--- src/rtl/systolic_ws_feeder.sv ---
// Weight-stationary feeder: loads W weight rows, streams K activation
// rows into the array, flushes it, and tags which column-0 sums are real.
module systolic_ws_feeder #(
  parameter int SYSTOLIC_WIDTH = 4,
  parameter int DATA_WIDTH     = 16,
  parameter int SUM_WIDTH      = 16,
  parameter int CNT_WIDTH      = 16
) (
  input  logic                                 clk,
  input  logic                                 rst_n,
  input  logic                                 cmd_valid,
  output logic                                 cmd_ready,
  input  logic [CNT_WIDTH-1:0]                 cmd_rows,
  input  logic                                 w_valid,
  output logic                                 w_ready,
  input  logic [SYSTOLIC_WIDTH*DATA_WIDTH-1:0] w_data,
  input  logic                                 x_valid,
  output logic                                 x_ready,
  input  logic [SYSTOLIC_WIDTH*DATA_WIDTH-1:0] x_data,
  output logic [SYSTOLIC_WIDTH*DATA_WIDTH-1:0] a_in_raw,
  output logic [SYSTOLIC_WIDTH*DATA_WIDTH-1:0] b_in_raw,
  output logic [SYSTOLIC_WIDTH*SUM_WIDTH-1:0]  sum_in_raw,
  output logic                                 mode,
  output logic                                 state,
  output logic                                 res_valid,
  output logic                                 busy,
  output logic                                 done
);

  localparam int W   = SYSTOLIC_WIDTH;
  localparam int WCW = $clog2(W + 1);
  localparam int FCW = $clog2(2 * W);

  typedef enum logic [2:0] {
    S_IDLE,
    S_LOAD,
    S_SETTLE,
    S_COMPUTE,
    S_FLUSH
  } fsm_t;

  fsm_t                 fsm_q;
  fsm_t                 fsm_d;
  logic [CNT_WIDTH-1:0] k_q;
  logic [CNT_WIDTH-1:0] xcnt_q;
  logic [WCW-1:0]       wcnt_q;
  logic [FCW-1:0]       fcnt_q;
  logic                 a_vld_q;
  logic [W:0]           tag_q;
  logic                 done_d;
  logic                 w_acc;
  logic                 x_acc;

  assign sum_in_raw = '0;
  assign mode       = 1'b0;
  assign res_valid  = tag_q[W];
  assign w_acc      = w_valid && w_ready;
  assign x_acc      = x_valid && x_ready;

  always_comb begin
    fsm_d     = fsm_q;
    cmd_ready = 1'b0;
    w_ready   = 1'b0;
    x_ready   = 1'b0;
    busy      = 1'b1;
    done_d    = 1'b0;
    unique case (fsm_q)
      S_IDLE: begin
        cmd_ready = 1'b1;
        busy      = 1'b0;
        if (cmd_valid) fsm_d = S_LOAD;
      end
      S_LOAD: begin
        w_ready = 1'b1;
        if (w_valid && wcnt_q == WCW'(W - 1))
          fsm_d = S_SETTLE;
      end
      S_SETTLE: begin
        fsm_d = (k_q == '0) ? S_FLUSH : S_COMPUTE;
      end
      S_COMPUTE: begin
        x_ready = (xcnt_q < k_q);
        if (xcnt_q >= k_q)
          fsm_d = S_FLUSH;
        else if (x_valid &&
                 (xcnt_q + CNT_WIDTH'(1)) == k_q)
          fsm_d = S_FLUSH;
      end
      S_FLUSH: begin
        if (fcnt_q == FCW'(2 * W - 1)) begin
          fsm_d  = S_IDLE;
          done_d = 1'b1;
        end
      end
      default: fsm_d = S_IDLE;
    endcase
  end

  always_ff @(posedge clk or negedge rst_n) begin
    if (!rst_n) begin
      fsm_q    <= S_IDLE;
      k_q      <= '0;
      xcnt_q   <= '0;
      wcnt_q   <= '0;
      fcnt_q   <= '0;
      a_in_raw <= '0;
      b_in_raw <= '0;
      state    <= 1'b0;
      a_vld_q  <= 1'b0;
      tag_q    <= '0;
      done     <= 1'b0;
    end else begin
      fsm_q    <= fsm_d;
      done     <= done_d;
      a_in_raw <= x_acc ? x_data : '0;
      b_in_raw <= w_acc ? w_data : '0;
      state    <= (fsm_q == S_COMPUTE) ||
                  (fsm_q == S_FLUSH);
      // tags start from the cycle a row sits on a_in_raw
      a_vld_q  <= x_acc;
      tag_q    <= {tag_q[W-1:0], a_vld_q};
      if (fsm_q == S_IDLE && cmd_valid) begin
        k_q    <= cmd_rows;
        xcnt_q <= '0;
        wcnt_q <= '0;
        fcnt_q <= '0;
      end
      if (w_acc) wcnt_q <= wcnt_q + WCW'(1);
      if (x_acc) xcnt_q <= xcnt_q + CNT_WIDTH'(1);
      if (fsm_q == S_FLUSH) fcnt_q <= fcnt_q + FCW'(1);
    end
  end

endmodule

--- config.mk ---
export PLATFORM = sky130hd
export DESIGN_NAME = systolic_ws_feeder
export DESIGN_NICKNAME = d
export VERILOG_FILES = /design/src/rtl/systolic_ws_feeder.sv
export SDC_FILE = /design/constraint.sdc
export NUM_CORES = 1
export LEC_CHECK = 0
export ABC_AREA = 1
export CAP_MARGIN = 30
export CORE_MARGIN = 2
export CORE_UTILIZATION = 38
export CTS_CLUSTER_SIZE = 25
export DETAILED_ROUTE_END_ITERATION = 6
export GPL_TIMING_DRIVEN = 1
export PLACE_DENSITY = 0.77
export SYNTH_ARGS = -nofsm -noshare
export SYNTH_HDL_FRONTEND = slang
export SYNTH_SLANG_ARGS = --single-unit
--- constraint.sdc ---
create_clock -name clk -period 1.9 [get_ports clk]
set_clock_uncertainty 0.15 [all_clocks]
set_input_delay 0.38 -clock clk [delete_from_list [all_inputs] [get_ports clk]]
set_output_delay 0.38 -clock clk [all_outputs]
set_load 0.02 [all_outputs]
==> reports/qor.csv <==
stage,metric,value,unit
drt,DR vias,6796,
clocking,TritonCTS Buffers,17,
power_and_ir_drop,Power Total,13.4,mW
critical_path,worst path arrival time,1930,ps
global_routing,All-Layer GR Usage,0.219,
floorplanning,CORE AREA,0.0197,mm2
synthesis,Yosys reg bits,177,
clocking,clock buffer depth,2,
power_and_ir_drop,P_sw,4.79,mW
cells_and_area,"most common cell after layout, fill and taps aside",dfrtp_1,
cells_and_area,layout cells sized above 1,0.181,
synthesis,top post-synthesis cells by area,"dfrtp_1 58%, inv_1 8.6%, nor2_1 7.6%",
cells_and_area,Register Area,0.00443,mm2
critical_path,WP data required,1370,ps
power_and_ir_drop,clock share of power,0.254,
drt,remaining antenna violation count,0,
critical_path,r2r startpoint,k_q[3],
synthesis,"Seq/Total Area, Yosys",0.578,
floorplanning,Die H,146,um
power_and_ir_drop,Reg power frac,0.345,
timing,Fin Hold WS,197,ps
drt,Initial DRC Count,251,
synthesis,Post-synth EDFFs,0,
global_routing,global-route wire length before repair,36100,um
place,placed instance count,1462,
place,Buffers on Ports,283,
floorplanning,standard-cell row count,51,
synthesis,Mean Syn Cell Area,9.02,um2
timing,post-layout min period,2460,ps
timing,RSZ-0062 raised after global routing,yes,
cells_and_area,Layout Nets,1414,
drt,DR WL met2,13300,um
timing,final worst slack,-562,ps
cells_and_area,Layout Cells excl Fill,1525,
critical_path,worst-path fanout max,2,
drt,Pre-antenna DRT Iters,4,
power_and_ir_drop,Worst VDD drop,0.000671,V
place,routability congestion estimate,0.867,
cells_and_area,area of the multi-input gates,0.00256,mm2
synthesis,"FFs w/ async S/R, synth",1.00,
outcome,violated checks,negative setup slack,
outcome,status,"complete, but fails checks",
drt,wire length on met1,8500,um
drt,DRC viols,0,
power_and_ir_drop,switching share of power,0.358,
timing,Final Max Tran Viols,0,
global_routing,vias in the first global route,6785,
synthesis,ys flop type,dfrtp_1,
clocking,H-tree Lvls,4,
synthesis,Mapped Cells,850,
critical_path,CP Capture Type,primary output,
place,placed instance area,0.0112,mm2
synthesis,cell area after synthesis,0.00766,mm2
place,hpwl dp,17000,um
place,post-placement worst setup slack,-568,ps
power_and_ir_drop,pwr/cell area,1080,mW/mm2
timing,final hold viol count,0,
cells_and_area,# fillers,1607,
floorplanning,Initial Util,0.390,
critical_path,crit start category,flip-flop,
drt,Met3 Wirelength,1490,um
power_and_ir_drop,internal power,8.60,mW
synthesis,post-synth cell types,31,
floorplanning,Die ar.,0.0213,mm2
timing,setup_tns,-38520,ps
clocking,clock sinks,177,
drt,Routed WL per cell,15.7,um
cells_and_area,final instance area,0.0124,mm2
power_and_ir_drop,combinational share of power,0.401,
global_routing,gr ovfl total,0,
clocking,CTS tree,built,
clocking,Worst-Skew Late Latency,430,ps
floorplanning,width of the die,146,um
synthesis,Synth area leader,dfrtp_1,
drt,post-DR vias/cell,4.46,
run,maxcap violations,0,
timing,final setup fails,86,
critical_path,CP Class,reg -> out,
worst_hold_path,HP Class,reg -> reg,
cells_and_area,Area Overhead vs Synth,62.2,%
timing,Fmax,406,MHz
synthesis,Yosys warnings,0,
global_routing,largest net degree at the start of global routing,65,
clocking,CTS clock-pin slew for the worst setup and hold paths,70,ps
cells_and_area,"commonest cells after routing, fill and taps aside","177 x dfrtp_1, 169 x inv_1, 148 x clkdlybuf4s50_1, 135 x nor2_1, 103 x dlygate4sd2_1",
critical_path,worst setup path start,k_q[3],
power_and_ir_drop,P_leak,7.43,nW
global_routing,initial antenna violation count,4,
cells_and_area,"Core Util, Final",0.632,
drt,final WL,24000,um
synthesis,area share of the largest cell type after synthesis,0.578,
worst_hold_path,Worst Hold Launch,tag_q[0],
drt,uppermost routed layer,met4,
floorplanning,IO Pins,349,
clocking,Root Buffer Master,clkbuf_16,
timing,post-route clock period utilization,1.30,
==> power by group through the flow <==
stage                     clock (mW)  sequential [mW]  combinational (mW)
after floorplan                    0             5.15                1.86
after global placement             0             4.66                4.66
after detailed placement           0             4.70                4.74
after CTS                       3.48             4.62                5.15
after global routing            3.64             4.69                5.77
final                           3.41             4.62                5.36
==> sequential cells by signal, indices dropped and copies added (netlist names) <==
signal and cells:
xcnt_q 16, k_q 16, a_vld_q 1, state 1
b_in_raw 64, a_in_raw 64, fsm_q 3, fcnt_q 3
tag_q 5, done 1, wcnt_q 3
==> kinds of logic (layout without fill, tap and decap cells) <==
group,Yosys count,in the layout,synth area share
and+or+nand+nor,332,333,0.179
xor gates and xnor gates,5,5,0.00931
adders and majority gates,21,21,0.0343
AOI/OAI and AO/OA,53,53,0.0377
other,1,69,0.000489
buffers and inverters,261,602,0.161
DFF,177,177,0.578
==> timing repair <==
action,4_1_cts,5_1_grt
pin swaps,28,23
setup endpoints to repair,191,136
resized for setup,186,63
hold endpoints to repair,52,0
hold buffers,1,0
gates cloned,5,0
buffers inserted,18,5
==> cells in the mapped netlist, drive strengths merged, types with 3 or more instances <==
master,count
xor2,3
ha,21
nand4,11
nor2,161
dfrtp,177
nor3,6
inv,177
o21ai,33
nand3,38
o22ai,5
a21oi,10
nand2,111
clkbuf,11
buf,73
==> worst max-delay path: stages (launching register included) <==
cell     delay (ps)
dfrtp_1         390
inv_2            90
ha_4            210
a21oi_2         140
o21a_1          170
nor2_1           60
o21ai_1         150
nand2_1         130
inv_2            70
buf_6           110
==> area by class of cell <==
cell class                      count  share of cell area
Inverter                          177              0.0536
Multi-Input combinational cell    477               0.206
Clock inverter                     14              0.0117
Tap cell                          265              0.0267
Sequential cell                   177               0.356
Clock buffer                       17              0.0342
Antenna cell                        4            0.000805
Timing Repair Buffer              394               0.311
==> layer usage <==
metal,GRT usage,vias up
met2,0.422,305
met3,0.0491,44
li1,-,3211
met4,0.0879,0
met5,0,-
met1,0.229,3236
==> path summary, 6_finish.rpt <==
| check | endpoint | slack (ps) | cells after the start |
|---|---|---|---|
| setup / recovery | x_ready | -560 | 9 |
| hold / removal | tag_q[1] | 200 | 0 |
| setup reg to reg | a_in_raw[24] | -550 | 13 |
| hold reg to reg | tag_q[1] | 200 | 0 |
| max in group asynchronous | b_in_raw[8] | 750 | 3 |
| min in group asynchronous | a_in_raw[29] | 250 | 2 |
(Power assumes the default switching activity.)
